$ cat src/rtl/mux_pipe.sv
// Channel-select mux feeding a 2-entry skid buffer with a delivered-beat counter.
// Optional out-of-range select flag enabled by defining MUX_PIPE_SEL_CHECK_EN.
module mux_pipe #(
  parameter  int WIDTH    = 8,
  parameter  int CHANNELS = 4,
  localparam int SEL_W    = $clog2(CHANNELS)
) (
  input  logic                      clk,
  input  logic                      rst_n,
  input  logic [CHANNELS*WIDTH-1:0] in_data,
  input  logic [SEL_W-1:0]          sel,
  input  logic                      in_valid,
  output logic                      in_ready,
  output logic [WIDTH-1:0]          out_data,
  output logic                      out_valid,
  input  logic                      out_ready,
  output logic [15:0]               xfer_cnt,
  output logic                      sel_err
);

  logic [1:0]       occ;
  logic [WIDTH-1:0] head_q;
  logic [WIDTH-1:0] tail_q;
  logic [WIDTH-1:0] sel_data;
  logic [15:0]      cnt_q;
  logic             push;
  logic             pop;

  assign in_ready  = (occ != 2'd2);
  assign out_valid = (occ != 2'd0);
  assign push      = in_valid && in_ready;
  assign pop       = out_valid && out_ready;
  assign out_data  = head_q;
  assign xfer_cnt  = cnt_q;

  // A select value with no matching channel leaves the beat all-zero.
  always_comb begin
    sel_data = '0;
    for (int i = 0; i < CHANNELS; i++) begin
      if (int'(sel) == i) sel_data = in_data[i*WIDTH +: WIDTH];
    end
  end

  // head_q is the oldest beat; tail_q only holds data while two beats are stored.
  always_ff @(posedge clk or negedge rst_n) begin
    if (!rst_n) begin
      occ    <= 2'd0;
      head_q <= '0;
      tail_q <= '0;
    end else begin
      if (push && (occ == 2'd0 || (occ == 2'd1 && pop))) begin
        head_q <= sel_data;
      end else if (pop && occ == 2'd2) begin
        head_q <= tail_q;
      end
      if (push && occ == 2'd1 && !pop) begin
        tail_q <= sel_data;
      end
      if (push && !pop) begin
        occ <= occ + 2'd1;
      end else if (pop && !push) begin
        occ <= occ - 2'd1;
      end
    end
  end

  always_ff @(posedge clk or negedge rst_n) begin
    if (!rst_n) begin
      cnt_q <= 16'd0;
    end else if (pop) begin
      cnt_q <= cnt_q + 16'd1;
    end
  end

`ifdef MUX_PIPE_SEL_CHECK_EN
  logic sel_oor;
  logic err_q;

  assign sel_oor = (int'(sel) >= CHANNELS);
  assign sel_err = err_q;

  always_ff @(posedge clk or negedge rst_n) begin
    if (!rst_n) begin
      err_q <= 1'b0;
    end else begin
      err_q <= push && sel_oor;
    end
  end
`else
  assign sel_err = 1'b0;
`endif

endmodule

$ cat config.mk
export PLATFORM = sky130hd
export DESIGN_NAME = mux_pipe
export DESIGN_NICKNAME = d
export VERILOG_FILES = /design/src/rtl/mux_pipe.sv
export SDC_FILE = /design/constraint.sdc
export NUM_CORES = 1
export LEC_CHECK = 0
export BUFFER_PORTS_ARGS = -buffer_cell sky130_fd_sc_hd__buf_2
export CAP_MARGIN = 10
export CORE_ASPECT_RATIO = 1.5
export CORE_UTILIZATION = 50
export CTS_BUF_LIST = sky130_fd_sc_hd__clkbuf_4
export DETAILED_ROUTE_END_ITERATION = 10
export PLACE_DENSITY = 0.91
export SLEW_MARGIN = 30
export SYNTH_ARGS = -nofsm -noshare
export SYNTH_HDL_FRONTEND = slang
export SYNTH_SLANG_ARGS = --single-unit
$ cat constraint.sdc
create_clock -name clk -period 1.9 [get_ports clk]
set_input_delay 0 -clock clk [delete_from_list [all_inputs] [get_ports clk]]
set_output_delay 0 -clock clk [all_outputs]
set_load 0.01 [all_outputs]
==> results of run 1 <==
-- logic make-up (layout without fill, tap and decap cells) --
kind of cell | after synthesis | in the layout
buffers and inverters | 12 | 80
other | 1 | 1
XOR/XNOR | 17 | 17
multiplexers | 18 | 18
AND/OR/NAND/NOR | 37 | 37
flip-flops | 34 | 34
adder cells (fa/ha/maj) | 5 | 5
AO/OA/AOI/OAI | 12 | 12
-- final timing paths --
path,start,endpoint,cells past startpoint
setup / recovery,occ[0]$_DFFE_PN0P_,tail_q[1]$_DFFE_PN0P_,6
hold / removal,out_ready,xfer_cnt[0]$_DFFE_PN0P_,4
setup reg to reg,occ[0]$_DFFE_PN0P_,tail_q[1]$_DFFE_PN0P_,6
hold reg to reg,xfer_cnt[10]$_DFFE_PN0P_,xfer_cnt[10]$_DFFE_PN0P_,1
max in group asynchronous,rst_n,xfer_cnt[14]$_DFFE_PN0P_,2
min in group asynchronous,rst_n,xfer_cnt[3]$_DFFE_PN0P_,2
-- where the power goes --
group,total (mW),switching [mW],internal (mW)
Sequential,1.18,0.199,0.981
Clock,0.384,0.231,0.153
Combinational,1.05,0.512,0.534
Total,2.61,0.942,1.67
-- cell type report --
type	count	area share, %
multi-input combinational	90	37.99
clock inverter	2	0.4110
timing repair buffer	67	16.32
tap	40	2.349
clock buffer	6	2.114
inverter	5	0.8808
sequential	34	39.93
-- worst max-delay path, cell delays in order, from the launching register on --
cell,delay (ns)
sky130_fd_sc_hd__dfrtp_1,0.42
sky130_fd_sc_hd__inv_1,0.09
sky130_fd_sc_hd__ha_1,0.23
sky130_fd_sc_hd__nor2b_4,0.06
sky130_fd_sc_hd__inv_2,0.10
sky130_fd_sc_hd__and3_1,0.38
sky130_fd_sc_hd__mux2_2,0.39
-- routing by layer --
layer  wire length (µm)  vias to the layer above
met3                256                        6
li1                   -                      621
met4                 74                        0
met1               1234                      643
met2               1791                       62
met5                  0                        -
-- what timing repair did --
| action | in CTS | in global routing |
|---|---|---|
| setup endpoints to repair | 0 | 0 |
| endpoints found under the hold margin | 34 | 0 |
| hold buffers | 1 | 0 |
-- state kept, by name (all words and copies together), names as in the netlist --
signal    cells
occ           2
tail_q        8
out_data      8
xfer_cnt     16
-- cells in the final DEF, fill, tap and decap left out, types with 2 or more instances in the layout --
cell type,instances
sky130_fd_sc_hd__xor2_1,3
sky130_fd_sc_hd__nand3_1,5
sky130_fd_sc_hd__nand2_1,12
sky130_fd_sc_hd__o21ai_0,3
sky130_fd_sc_hd__buf_4,3
sky130_fd_sc_hd__dfrtp_1,34
sky130_fd_sc_hd__nand4_1,5
sky130_fd_sc_hd__clkbuf_4,6
sky130_fd_sc_hd__buf_2,63
sky130_fd_sc_hd__ha_1,5
sky130_fd_sc_hd__mux4_2,8
sky130_fd_sc_hd__and3_1,7
sky130_fd_sc_hd__mux2i_1,2
sky130_fd_sc_hd__inv_1,4
sky130_fd_sc_hd__and4_1,3
sky130_fd_sc_hd__mux2_2,8
sky130_fd_sc_hd__a221o_1,5
sky130_fd_sc_hd__xnor2_1,14
-- through the flow --
step	cell area [µm²]	hold slack (ns)	total power, mW	std cells
2_1_floorplan	1722	-0.2956	1.861	136
3_3_place_gp	2067	0.09331	2.190	235
3_5_place_dp	2067	0.1026	2.251	235
4_1_cts	2131	0.06701	2.651	244
5_1_grt	2131	0.08108	2.820	244
6_report	2131	0.08998	2.610	244
==> qor.txt, run 1 <==
GLOBAL ROUTING
--------------------------------------------------------------------------------
Number of antenna violations at the first check in global routing .            0
Maximum number of pins on one net before global-route repair ......           35
Met3 demand-to-capacity share in global routing ...................       7.039%
Layer with the highest usage ......................................         met2
Fraction of met2 tracks used by global routing ....................       40.84%
Met1 demand-to-capacity share in global routing ...................       21.26%
Vias in the first global route ....................................         1322
Wire length of the first global-routing pass ......................     5.685 mm
Residual overflow from global routing .............................            0
GRT Total Usage ...................................................       21.87%

LOGIC SYNTHESIS
--------------------------------------------------------------------------------
Leading area contributor after synthesis .......................... sky130_fd_sc_hd__dfrtp_1
Top FF cell, synth ................................................ sky130_fd_sc_hd__dfrtp_1
XOR/XNOR share of the synthesized area ............................       8.648%
Number of storage elements in the synthesis netlist ...............           34
Post-synthesis compound-gate area fraction ........................       5.378%
Most frequent cells after synthesis ............................... sky130_fd_sc_hd__dfrtp_1, sky130_fd_sc_hd__xnor2_1, sky130_fd_sc_hd__nand2_1
Synthesis Warnings ................................................            0
Syn_nets ..........................................................          179
Number of enable-type register cells in the synthesized netlist ...            0
Cell Area, Synth ..................................................     1722 µm²
Cell with the most instances after synthesis ...................... sky130_fd_sc_hd__dfrtp_1
Unique cell type count in the Yosys netlist .......................           30
Simple-gate share of the synthesized area .........................       12.28%
Fraction of synthesized area in multiplexers ......................       16.86%
Main combinational cell family by area after synthesis ............ multiplexers
Share of synthesized flip-flops with an asynchronous set or reset .       100.0%
Synthesized-area fraction occupied by adder cells .................       3.634%
Gate Count Post-Synth .............................................          136
Area share of the leading cell type in the synthesized netlist ....       49.42%
Average cell area after synthesis .................................    12.66 µm²
Seq/Total Area, Yosys .............................................       49.42%
Top cells by area in the synthesized netlist ...................... sky130_fd_sc_hd__dfrtp_1, sky130_fd_sc_hd__mux4_2, sky130_fd_sc_hd__xnor2_1

WORST SETUP PATH
--------------------------------------------------------------------------------
Data arrival at the endpoint of the critical path .................      1.99 ns
Required time reported for the critical path endpoint .............      2.12 ns
Critical Path Source Type .........................................     register
Critical Path Fanout Max ..........................................            8
Flop-to-flop setup slack ..........................................      0.13 ns
Nature of the critical path endpoint ..............................     register
Type of the worst setup path ...................................... register to register

HOLD PATH
--------------------------------------------------------------------------------
Worst hold path type .............................................. input pin to register

TIMING
--------------------------------------------------------------------------------
Least-Margin Pin Slew .............................................    0.7178 ns
Fraction of the cycle the final worst path needs ..................       93.10%
Max-Slew Margin vs Limit ..........................................       52.15%
Count of final hold-check violations ..............................            0
Final setup margin ................................................    0.1310 ns
Maximum clock frequency ...........................................   0.5653 GHz
Post-layout min period ............................................     1.769 ns
Final setup violation count .......................................            0
Total negative slack ..............................................         0 ns
RSZ-0062 raised after global routing ..............................        false
Slew Viols, Final .................................................            0
Clk_skew ..........................................................  0.008140 ns

FLOORPLAN
--------------------------------------------------------------------------------
Area enclosed by the die boundary .................................     3687 µm²
Number of rows in the core area ...................................           25
Floorplan die width ...............................................     49.91 µm
Chip Height .......................................................     73.87 µm
Starting utilization of the core area .............................       53.44%
Placeable core area ...............................................     3222 µm²
Total I/O pin count ...............................................           65

FINISH
--------------------------------------------------------------------------------
Nets ..............................................................          246
Area of the multi-input gates .....................................    809.5 µm²
Sequential cell area ..............................................    850.8 µm²
Antenna cell count ................................................            0
Final design utilization ..........................................       66.14%
Proportion of layout cells with a drive suffix above 1 ............       46.08%
Number of fill cells ..............................................          278
P&R area growth vs syn ............................................       23.76%

JOB
--------------------------------------------------------------------------------
Number of max-cap violations ......................................            0

CLOCKING
--------------------------------------------------------------------------------
Clk pin slew, worst setup/hold paths ..............................      0.10 ns
Number of CTS-inserted buffers ....................................            5
Clock sink count ..................................................           34
Post-CTS setup repair buffer count ................................            0
Insertion delay of the later-clocked pin in the worst-skew pair ...      0.34 ns
Clock tree from TritonCTS .........................................        built
Post_cts resized ..................................................            0
Depth of the CTS H-tree ...........................................            2
Root Driver ....................................................... sky130_fd_sc_hd__clkbuf_4
Maximum buffer depth of the clock tree ............................            2

POWER AND IR DROP
--------------------------------------------------------------------------------
Peak supply drop ..................................................    0.7971 mV
Power Dens Cells ..................................................  1225 nW/µm²
Static Leak .......................................................     1.085 nW

PLACEMENT
--------------------------------------------------------------------------------
Count of buffers inserted at the top-level ports ..................           63
Pre-CTS setup slack ...............................................    0.1341 ns
Placed wire-length estimate .......................................     2.658 mm
Final weighted congestion in routability-driven placement .........       0.7521

ROUTE
--------------------------------------------------------------------------------
Detailed-router iteration count before antenna repair .............            4
Vias post-DR ......................................................         1332
Number of nets with antenna violations after detailed routing .....            0
DRT Wirelength ....................................................     3.356 mm
Total DRC errors in the routed layout .............................            0
WL per Instance ...................................................     13.75 µm
Number of DRC violations after detailed-routing iteration 0 .......           16
Vias/cell .........................................................        5.459

OUTCOME
--------------------------------------------------------------------------------
Run status ........................................................ complete, no violations

Note: power is estimated with default switching activity, not from simulation.
==> run 2: changes to the inputs <==
--- a/config.mk
+++ b/config.mk
@@ -7,11 +7,13 @@
 export LEC_CHECK = 0
 export BUFFER_PORTS_ARGS = -buffer_cell sky130_fd_sc_hd__buf_2
 export CAP_MARGIN = 10
+export CELL_PAD_IN_SITES_DETAIL_PLACEMENT = 0
+export CELL_PAD_IN_SITES_GLOBAL_PLACEMENT = 1
 export CORE_ASPECT_RATIO = 1.5
-export CORE_UTILIZATION = 50
+export CORE_UTILIZATION = 39
 export CTS_BUF_LIST = sky130_fd_sc_hd__clkbuf_4
 export DETAILED_ROUTE_END_ITERATION = 10
-export PLACE_DENSITY = 0.91
+export PLACE_DENSITY = 0.92
 export SLEW_MARGIN = 30
 export SYNTH_ARGS = -nofsm -noshare
 export SYNTH_HDL_FRONTEND = slang
==> run 2 against run 1 <==
Effect of this change: maximum frequency shrank 2.3%; flip-flop and latch count unchanged; sequential power about the same; routed wire length grew 3.5%; clock skew shrank 0.0050 ns; utilization fell by 16 points; final area grew 0.65%; cell count up 2.5%; die area increased by 27%; largest cell class unchanged; highest routed layer unchanged.
==> qor.txt, run 2 (synthesis results as in run 1) <==
GLOBAL ROUTING
----------------------------------------------------------------------------------
GRT Total Usage .....................................................       16.03%   -5.8 points
Maximum number of pins on one net before global-route repair ........           35   unchanged
Number of antenna violations at the first check in global routing ...            0   unchanged
Residual overflow from global routing ...............................            0   unchanged
Wire length of the first global-routing pass ........................     5.892 mm   +3.6%
Vias in the first global route ......................................         1348   +2.0%

WORST SETUP PATH
----------------------------------------------------------------------------------
Critical Path Fanout Max ............................................            8   unchanged
Worst-path cell chain ............................................... inv_1 -> ha_1 -> nor2b_4 -> inv_2 -> and3_1 -> mux2_2
Worst r2r path cells ................................................            6   unchanged
Type of the worst setup path ........................................ register to register
Max incr delay on CP ................................................      0.42 ns   about the same
Critical Path Source Type ...........................................     register
Data arrival at the endpoint of the critical path ...................      2.03 ns   +0.04 ns
Nature of the critical path endpoint ................................     register
Cell with the biggest individual delay on the critical path ......... sky130_fd_sc_hd__dfrtp_1
Required time reported for the critical path endpoint ...............      2.12 ns   about the same

FINISH
----------------------------------------------------------------------------------
Most common cell after layout, fill and taps aside .................. sky130_fd_sc_hd__buf_2
Sequential cell area ................................................    850.8 µm²   unchanged
Number of fill cells ................................................          400   +44%
Antenna cell count ..................................................            0   unchanged
Nets ................................................................          247   +0.41%
Flip-flop count of the largest register, all copies and words added .           16   unchanged
Highest-count cells in the layout ignoring fill and taps ............ sky130_fd_sc_hd__buf_2, sky130_fd_sc_hd__dfrtp_1, sky130_fd_sc_hd__xnor2_1
Proportion of layout cells with a drive suffix above 1 ..............       46.57%   +0.49 points
P&R area growth vs syn ..............................................       24.56%
Area of the multi-input gates .......................................    809.5 µm²   unchanged

TIMING
----------------------------------------------------------------------------------
Least-Margin Pin Slew ...............................................    0.7531 ns   +0.03534 ns
Maximum clock frequency .............................................   0.5525 GHz   -2.3%
Slew Viols, Final ...................................................            0   unchanged
Fraction of the cycle the final worst path needs ....................       95.26%   +2.2 points
Post-layout min period ..............................................     1.810 ns   +0.04099 ns
Count of final hold-check violations ................................            0   unchanged
RSZ-0062 raised after global routing ................................        false
Final setup violation count .........................................            0   unchanged
Final setup margin ..................................................   0.09004 ns   -0.04099 ns
Total negative slack ................................................         0 ns   unchanged
Clk_skew ............................................................  0.003159 ns   -0.004981 ns
Max-Slew Margin vs Limit ............................................       49.79%   -2.4 points

CLOCKING
----------------------------------------------------------------------------------
Post_cts resized ....................................................            0   unchanged
Post-CTS setup repair buffer count ..................................            0   unchanged
Insertion delay of the later-clocked pin in the worst-skew pair .....      0.32 ns   -0.02 ns
Number of CTS-inserted buffers ......................................            5   unchanged
Root Driver ......................................................... sky130_fd_sc_hd__clkbuf_4
Depth of the CTS H-tree .............................................            2   unchanged
Clock tree from TritonCTS ...........................................        built
CTS Hold Bufs .......................................................            1   unchanged
Clk pin slew, worst setup/hold paths ................................      0.10 ns   about the same
Clock sink count ....................................................           34   unchanged
Maximum buffer depth of the clock tree ..............................            2   unchanged

PLACEMENT
----------------------------------------------------------------------------------
Pre-CTS setup slack .................................................    0.1106 ns   -0.02352 ns
Placed wire-length estimate .........................................     2.723 mm   +2.4%
Final weighted congestion in routability-driven placement ...........       0.7450   -0.94%
Count of buffers inserted at the top-level ports ....................           63   unchanged

ROUTE
----------------------------------------------------------------------------------
Number of DRC violations after detailed-routing iteration 0 .........           55   +39
Detailed-router iteration count before antenna repair ...............            4   unchanged
DRT Wirelength ......................................................     3.475 mm   +3.5%
Total DRC errors in the routed layout ...............................            0   unchanged
Number of nets with antenna violations after detailed routing .......            0   unchanged
Vias post-DR ........................................................         1330   -0.15%
WL per Instance .....................................................     13.90 µm   +1.1%
Vias/cell ...........................................................        5.320   -2.5%

POWER AND IR DROP
----------------------------------------------------------------------------------
Peak supply drop ....................................................    0.7309 mV   -8.3%
Static Leak .........................................................     1.090 nW   +0.42%
Power Dens Cells ....................................................  1222 nW/µm²   -0.22%

JOB
----------------------------------------------------------------------------------
Number of max-cap violations ........................................            0   unchanged

HOLD PATH
----------------------------------------------------------------------------------
Worst hold path type ................................................ input pin to register
Hold Path Depth .....................................................            4   unchanged

OUTCOME
----------------------------------------------------------------------------------
Run status .......................................................... complete, no violations

FLOORPLAN
----------------------------------------------------------------------------------
Floorplan die width .................................................     56.25 µm   +13%
Total I/O pin count .................................................           65   unchanged
Placeable core area .................................................     4245 µm²   +32%
Area enclosed by the die boundary ...................................     4690 µm²   +27%
Chip Height .........................................................     83.38 µm   +13%
Number of rows in the core area .....................................           29   +16%
Starting utilization of the core area ...............................       40.55%   -13 points

-- run 2: changes by cell type in the layout (fill, tap and decap cells not counted) --
cell | previous run | this run
sky130_fd_sc_hd__clkinv_2 | 1 | 0
sky130_fd_sc_hd__buf_4 | 3 | 4
sky130_fd_sc_hd__clkinv_1 | 1 | 0
sky130_fd_sc_hd__clkbuf_4 | 6 | 7
-- run 2: metrics by stage --
step | instances | util, % | hold slack [ns] | cell area [µm²] | power (mW)
final | 250 | 50.52 | 0.09961 | 2145 | 2.621
after detailed placement | 242 | 49.04 | 0.1097 | 2082 | 2.257
after global routing | 250 | 50.52 | 0.1160 | 2145 | 2.814
after global placement | 242 | 49.04 | 0.1043 | 2082 | 2.220
after floorplan | 136 | - | -0.2956 | 1722 | 1.861
after CTS | 250 | 50.52 | 0.09033 | 2145 | 2.654
-- run 2: layout make-up --
class / count / area share [%]
clock buffers: 7 / 2.450
inverters: 5 / 0.8751
multi-input cells: 90 / 37.75
flip-flops and latches: 34 / 39.67
well taps: 46 / 2.684
repair buffers: 68 / 16.57
-- run 2: worst max-delay path, delay by kind of cell, from the launching register on --
kind                     cells  cell delay [ns]
AND/OR/NAND/NOR              2             0.48
adder cells (fa/ha/maj)      1             0.23
flip-flops                   1             0.42
multiplexers                 1             0.38
buffers and inverters        2             0.20
-- run 2: final timing paths --
path | from | to | slack [ns]
worst max-delay path | occ[0]$_DFFE_PN0P_ | tail_q[4]$_DFFE_PN0P_ | 0.09
worst min-delay path | out_ready | xfer_cnt[0]$_DFFE_PN0P_ | 0.1
worst max register to register | occ[0]$_DFFE_PN0P_ | tail_q[4]$_DFFE_PN0P_ | 0.09
worst min register to register | xfer_cnt[15]$_DFFE_PN0P_ | xfer_cnt[15]$_DFFE_PN0P_ | 0.47
max in group asynchronous | rst_n | xfer_cnt[13]$_DFFE_PN0P_ | 1.15
min in group asynchronous | rst_n | occ[0]$_DFFE_PN0P_ | 0.27
-- run 2: report_power, final --
| part | total [mW] | switching (mW) | internal, mW |
|---|---|---|---|
| Sequential | 1.17 | 0.190 | 0.981 |
| Clock | 0.392 | 0.224 | 0.168 |
| Combinational | 1.06 | 0.522 | 0.536 |
-- run 2: per-layer routing --
metal,global-route usage [%],vias to the layer above,routed length (µm)
met5,0,-,0
met4,4.656,0,18
met3,4.673,2,249
met2,29.55,59,1973
met1,17.33,646,1235
li1,-,623,-
==> run 3: changes to the inputs <==
--- a/config.mk
+++ b/config.mk
@@ -9,7 +9,7 @@
 export CAP_MARGIN = 10
 export CELL_PAD_IN_SITES_DETAIL_PLACEMENT = 0
 export CELL_PAD_IN_SITES_GLOBAL_PLACEMENT = 1
-export CORE_ASPECT_RATIO = 1.5
+export CORE_ASPECT_RATIO = 0.6
 export CORE_UTILIZATION = 39
 export CTS_BUF_LIST = sky130_fd_sc_hd__clkbuf_4
 export DETAILED_ROUTE_END_ITERATION = 10
==> constraint.sdc (replaced) <==
create_clock -name clk -period 1.9 [get_ports clk]
set_input_delay 0.38 -clock clk [delete_from_list [all_inputs] [get_ports clk]]
set_output_delay 0.38 -clock clk [all_outputs]
set_load 0.01 [all_outputs]
==> run 3 against run 2 <==
Effect of this change: clock skew grew 0.0095 ns; count of clock-buffer cells in the layout down 2; total power increased by 11%; critical path type unchanged.
==> qor.txt, run 3 (synthesis results as in run 1) <==
FLOORPLAN
----------------------------------------------------------------------------------
Total I/O pin count .................................................           65   unchanged
Floorplan die width .................................................     87.78 µm   +56%
Area enclosed by the die boundary ...................................     4693 µm²   about the same
Number of rows in the core area .....................................           18   -38%
Starting utilization of the core area ...............................       41.32%   +0.77 points
Placeable core area .................................................     4167 µm²   -1.9%
Chip Height .........................................................     53.47 µm   -36%

TIMING
----------------------------------------------------------------------------------
Fraction of the cycle the final worst path needs ....................       95.31%   about the same
Max-Slew Margin vs Limit ............................................       51.29%   +1.5 points
Final setup violation count .........................................            0   unchanged
Slew Viols, Final ...................................................            0   unchanged
RSZ-0062 raised after global routing ................................        false
Least-Margin Pin Slew ...............................................    0.7306 ns   -0.02253 ns
Post-layout min period ..............................................     1.811 ns   +0.0009253 ns
Final setup margin ..................................................   0.08911 ns   -0.0009253 ns
Maximum clock frequency .............................................   0.5522 GHz   about the same
Total negative slack ................................................         0 ns   unchanged
Count of final hold-check violations ................................            0   unchanged
Clk_skew ............................................................   0.01267 ns   +0.009515 ns

POWER AND IR DROP
----------------------------------------------------------------------------------
Power Dens Cells ....................................................  1318 nW/µm²   +7.9%
Sum of internal, switching and leakage power ........................     2.901 mW   +11%
Static Leak .........................................................     1.106 nW   +1.5%
Peak supply drop ....................................................    0.4550 mV   -38%

FINISH
----------------------------------------------------------------------------------
Number of fill cells ................................................          379   -5.3%
Proportion of layout cells with a drive suffix above 1 ..............       46.57%   unchanged
P&R area growth vs syn ..............................................       27.83%
Flip-flop count of the largest register, all copies and words added .           16   unchanged
Most common cell after layout, fill and taps aside .................. sky130_fd_sc_hd__buf_2
Highest-count cells in the layout ignoring fill and taps ............ sky130_fd_sc_hd__buf_2, sky130_fd_sc_hd__dfrtp_1, sky130_fd_sc_hd__xnor2_1
Nets ................................................................          246   -0.40%
Antenna cell count ..................................................            0   unchanged

GLOBAL ROUTING
----------------------------------------------------------------------------------
Number of antenna violations at the first check in global routing ...            0   unchanged
Residual overflow from global routing ...............................            0   unchanged
GRT Total Usage .....................................................       17.56%   +1.5 points
Maximum number of pins on one net before global-route repair ........           35   unchanged
Wire length of the first global-routing pass ........................     5.961 mm   +1.2%
Vias in the first global route ......................................         1284   -4.7%

CLOCKING
----------------------------------------------------------------------------------
Number of CTS-inserted buffers ......................................            5   unchanged
Maximum buffer depth of the clock tree ..............................            2   unchanged
Post_cts resized ....................................................            0   unchanged
Clk pin slew, worst setup/hold paths ................................      0.11 ns   about the same
Insertion delay of the later-clocked pin in the worst-skew pair .....      0.34 ns   +0.02 ns
CTS Hold Bufs .......................................................            0   -1
Clock tree from TritonCTS ...........................................        built
Post-CTS setup repair buffer count ..................................            0   unchanged
Depth of the CTS H-tree .............................................            2   unchanged
Root Driver ......................................................... sky130_fd_sc_hd__clkbuf_4
Clock sink count ....................................................           34   unchanged

PLACEMENT
----------------------------------------------------------------------------------
Pre-CTS setup slack .................................................    0.1079 ns   -0.002686 ns
Count of buffers inserted at the top-level ports ....................           63   unchanged
Placed wire-length estimate .........................................     2.860 mm   +5.0%
Final weighted congestion in routability-driven placement ...........       0.7899   +6.0%

WORST SETUP PATH
----------------------------------------------------------------------------------
Nature of the critical path endpoint ................................     register
Flop-to-flop setup slack ............................................      0.09 ns   about the same
Cell with the biggest individual delay on the critical path ......... sky130_fd_sc_hd__dfrtp_1
Critical Path Source Type ...........................................     register
Critical Path Fanout Max ............................................            8   unchanged
Buf/Inv on CP .......................................................            2   unchanged
Top cell family by delay on the critical path ....................... simple AND/OR/NAND/NOR gates
Launching point of the worst reg2reg path ........................... occ[1]$_DFFE_PN0P_
Required time reported for the critical path endpoint ...............      2.13 ns   about the same
Max incr delay on CP ................................................      0.42 ns   about the same
Reg2Reg Capture Point ............................................... tail_q[3]$_DFFE_PN0P_
Data arrival at the endpoint of the critical path ...................      2.04 ns   about the same
Type of the worst setup path ........................................ register to register
Worst r2r path cells ................................................            6   unchanged
Worst-path cell chain ............................................... inv_1 -> ha_1 -> nor2b_4 -> inv_2 -> and3_1 -> mux2_2

OUTCOME
----------------------------------------------------------------------------------
Run status .......................................................... complete, no violations

ROUTE
----------------------------------------------------------------------------------
Vias/cell ...........................................................        4.920   -7.5%
WL per Instance .....................................................     13.99 µm   +0.64%
Vias post-DR ........................................................         1299   -2.3%
Number of DRC violations after detailed-routing iteration 0 .........           65   +18%
Detailed-router iteration count before antenna repair ...............            5   +1
Number of nets with antenna violations after detailed routing .......            0   unchanged
DRT Wirelength ......................................................     3.693 mm   +6.3%
Total DRC errors in the routed layout ...............................            0   unchanged

HOLD PATH
----------------------------------------------------------------------------------
Worst hold path type ................................................ input pin to async pin

JOB
----------------------------------------------------------------------------------
Number of max-cap violations ........................................            0   unchanged

[run 3: cell types whose count changed in the layout (fill, tap and decap cells not counted), sizes merged]
cell | previous run | this run
bufinv | 0 | 2
dlygate4sd3 | 1 | 0
clkbuf | 7 | 5
clkinv | 0 | 1
[run 3: layout make-up]
cell class                 count  area, µm²  share of cell area [%]
clock buffer                   5      37.54                   1.706
clock inverter                 3      63.81                   2.899
inverter                       5      18.77                  0.8528
multi-input combinational     90      809.5                   36.78
sequential                    34      850.8                   38.66
tap                           60      75.07                   3.411
timing repair buffer          67      345.3                   15.69
[run 3: worst max path at each step]
| stage | startpoint | endpoint | slack, ns | depth (start not counted) |
|---|---|---|---|---|
| after global placement | occ[0]$_DFFE_PN0P_ | tail_q[1]$_DFFE_PN0P_ | 0.16 | 6 |
| after CTS | occ[1]$_DFFE_PN0P_ | tail_q[3]$_DFFE_PN0P_ | 0.09 | 6 |
| after floorplan | occ[0]$_DFFE_PN0P_ | tail_q[0]$_DFFE_PN0P_ | 0.24 | 7 |
| after detailed placement | occ[0]$_DFFE_PN0P_ | tail_q[3]$_DFFE_PN0P_ | 0.11 | 6 |
| final | occ[1]$_DFFE_PN0P_ | tail_q[3]$_DFFE_PN0P_ | 0.09 | 6 |
| after global routing | occ[0]$_DFFE_PN0P_ | tail_q[7]$_DFFE_PN0P_ | 0.0008 | 6 |
[run 3: power breakdown]
group	internal [mW]	leakage, nW	switching [mW]
Combinational	0.535	0.622	0.541
Sequential	0.980	0.432	0.185
Clock	0.405	0.0528	0.254
Total	1.92	1.11	0.980
[run 3: layer usage]
layer | vias up | global-route usage [%] | share of wire (%)
met2 | 43 | 27.13 | 45
met1 | 627 | 24.17 | 49
met3 | 6 | 4.368 | 5.3
met5 | - | 0 | 0
met4 | 0 | 5.738 | 1.1
li1 | 623 | - | -
[run 3: per-stage QoR]
stage / area (µm²) / util (%) / hold WS, ns / instances
after floorplan: 1722 / - / 0.08441 / 136
after global routing: 2201 / 52.82 / 0.1213 / 264
after detailed placement: 2100 / 50.39 / 0.4671 / 256
after global placement: 2100 / 50.39 / 0.4562 / 256
after CTS: 2201 / 52.82 / 0.1028 / 264
final: 2201 / 52.82 / 0.08329 / 264
[run 3: worst reg2reg max path, stage by stage, from the launching register on]
cell and delay [ns]:
sky130_fd_sc_hd__dfrtp_1 0.42, sky130_fd_sc_hd__inv_1 0.10, sky130_fd_sc_hd__ha_1 0.23, sky130_fd_sc_hd__nor2b_4 0.06, sky130_fd_sc_hd__inv_2 0.11, sky130_fd_sc_hd__and3_1 0.40, sky130_fd_sc_hd__mux2_2 0.38
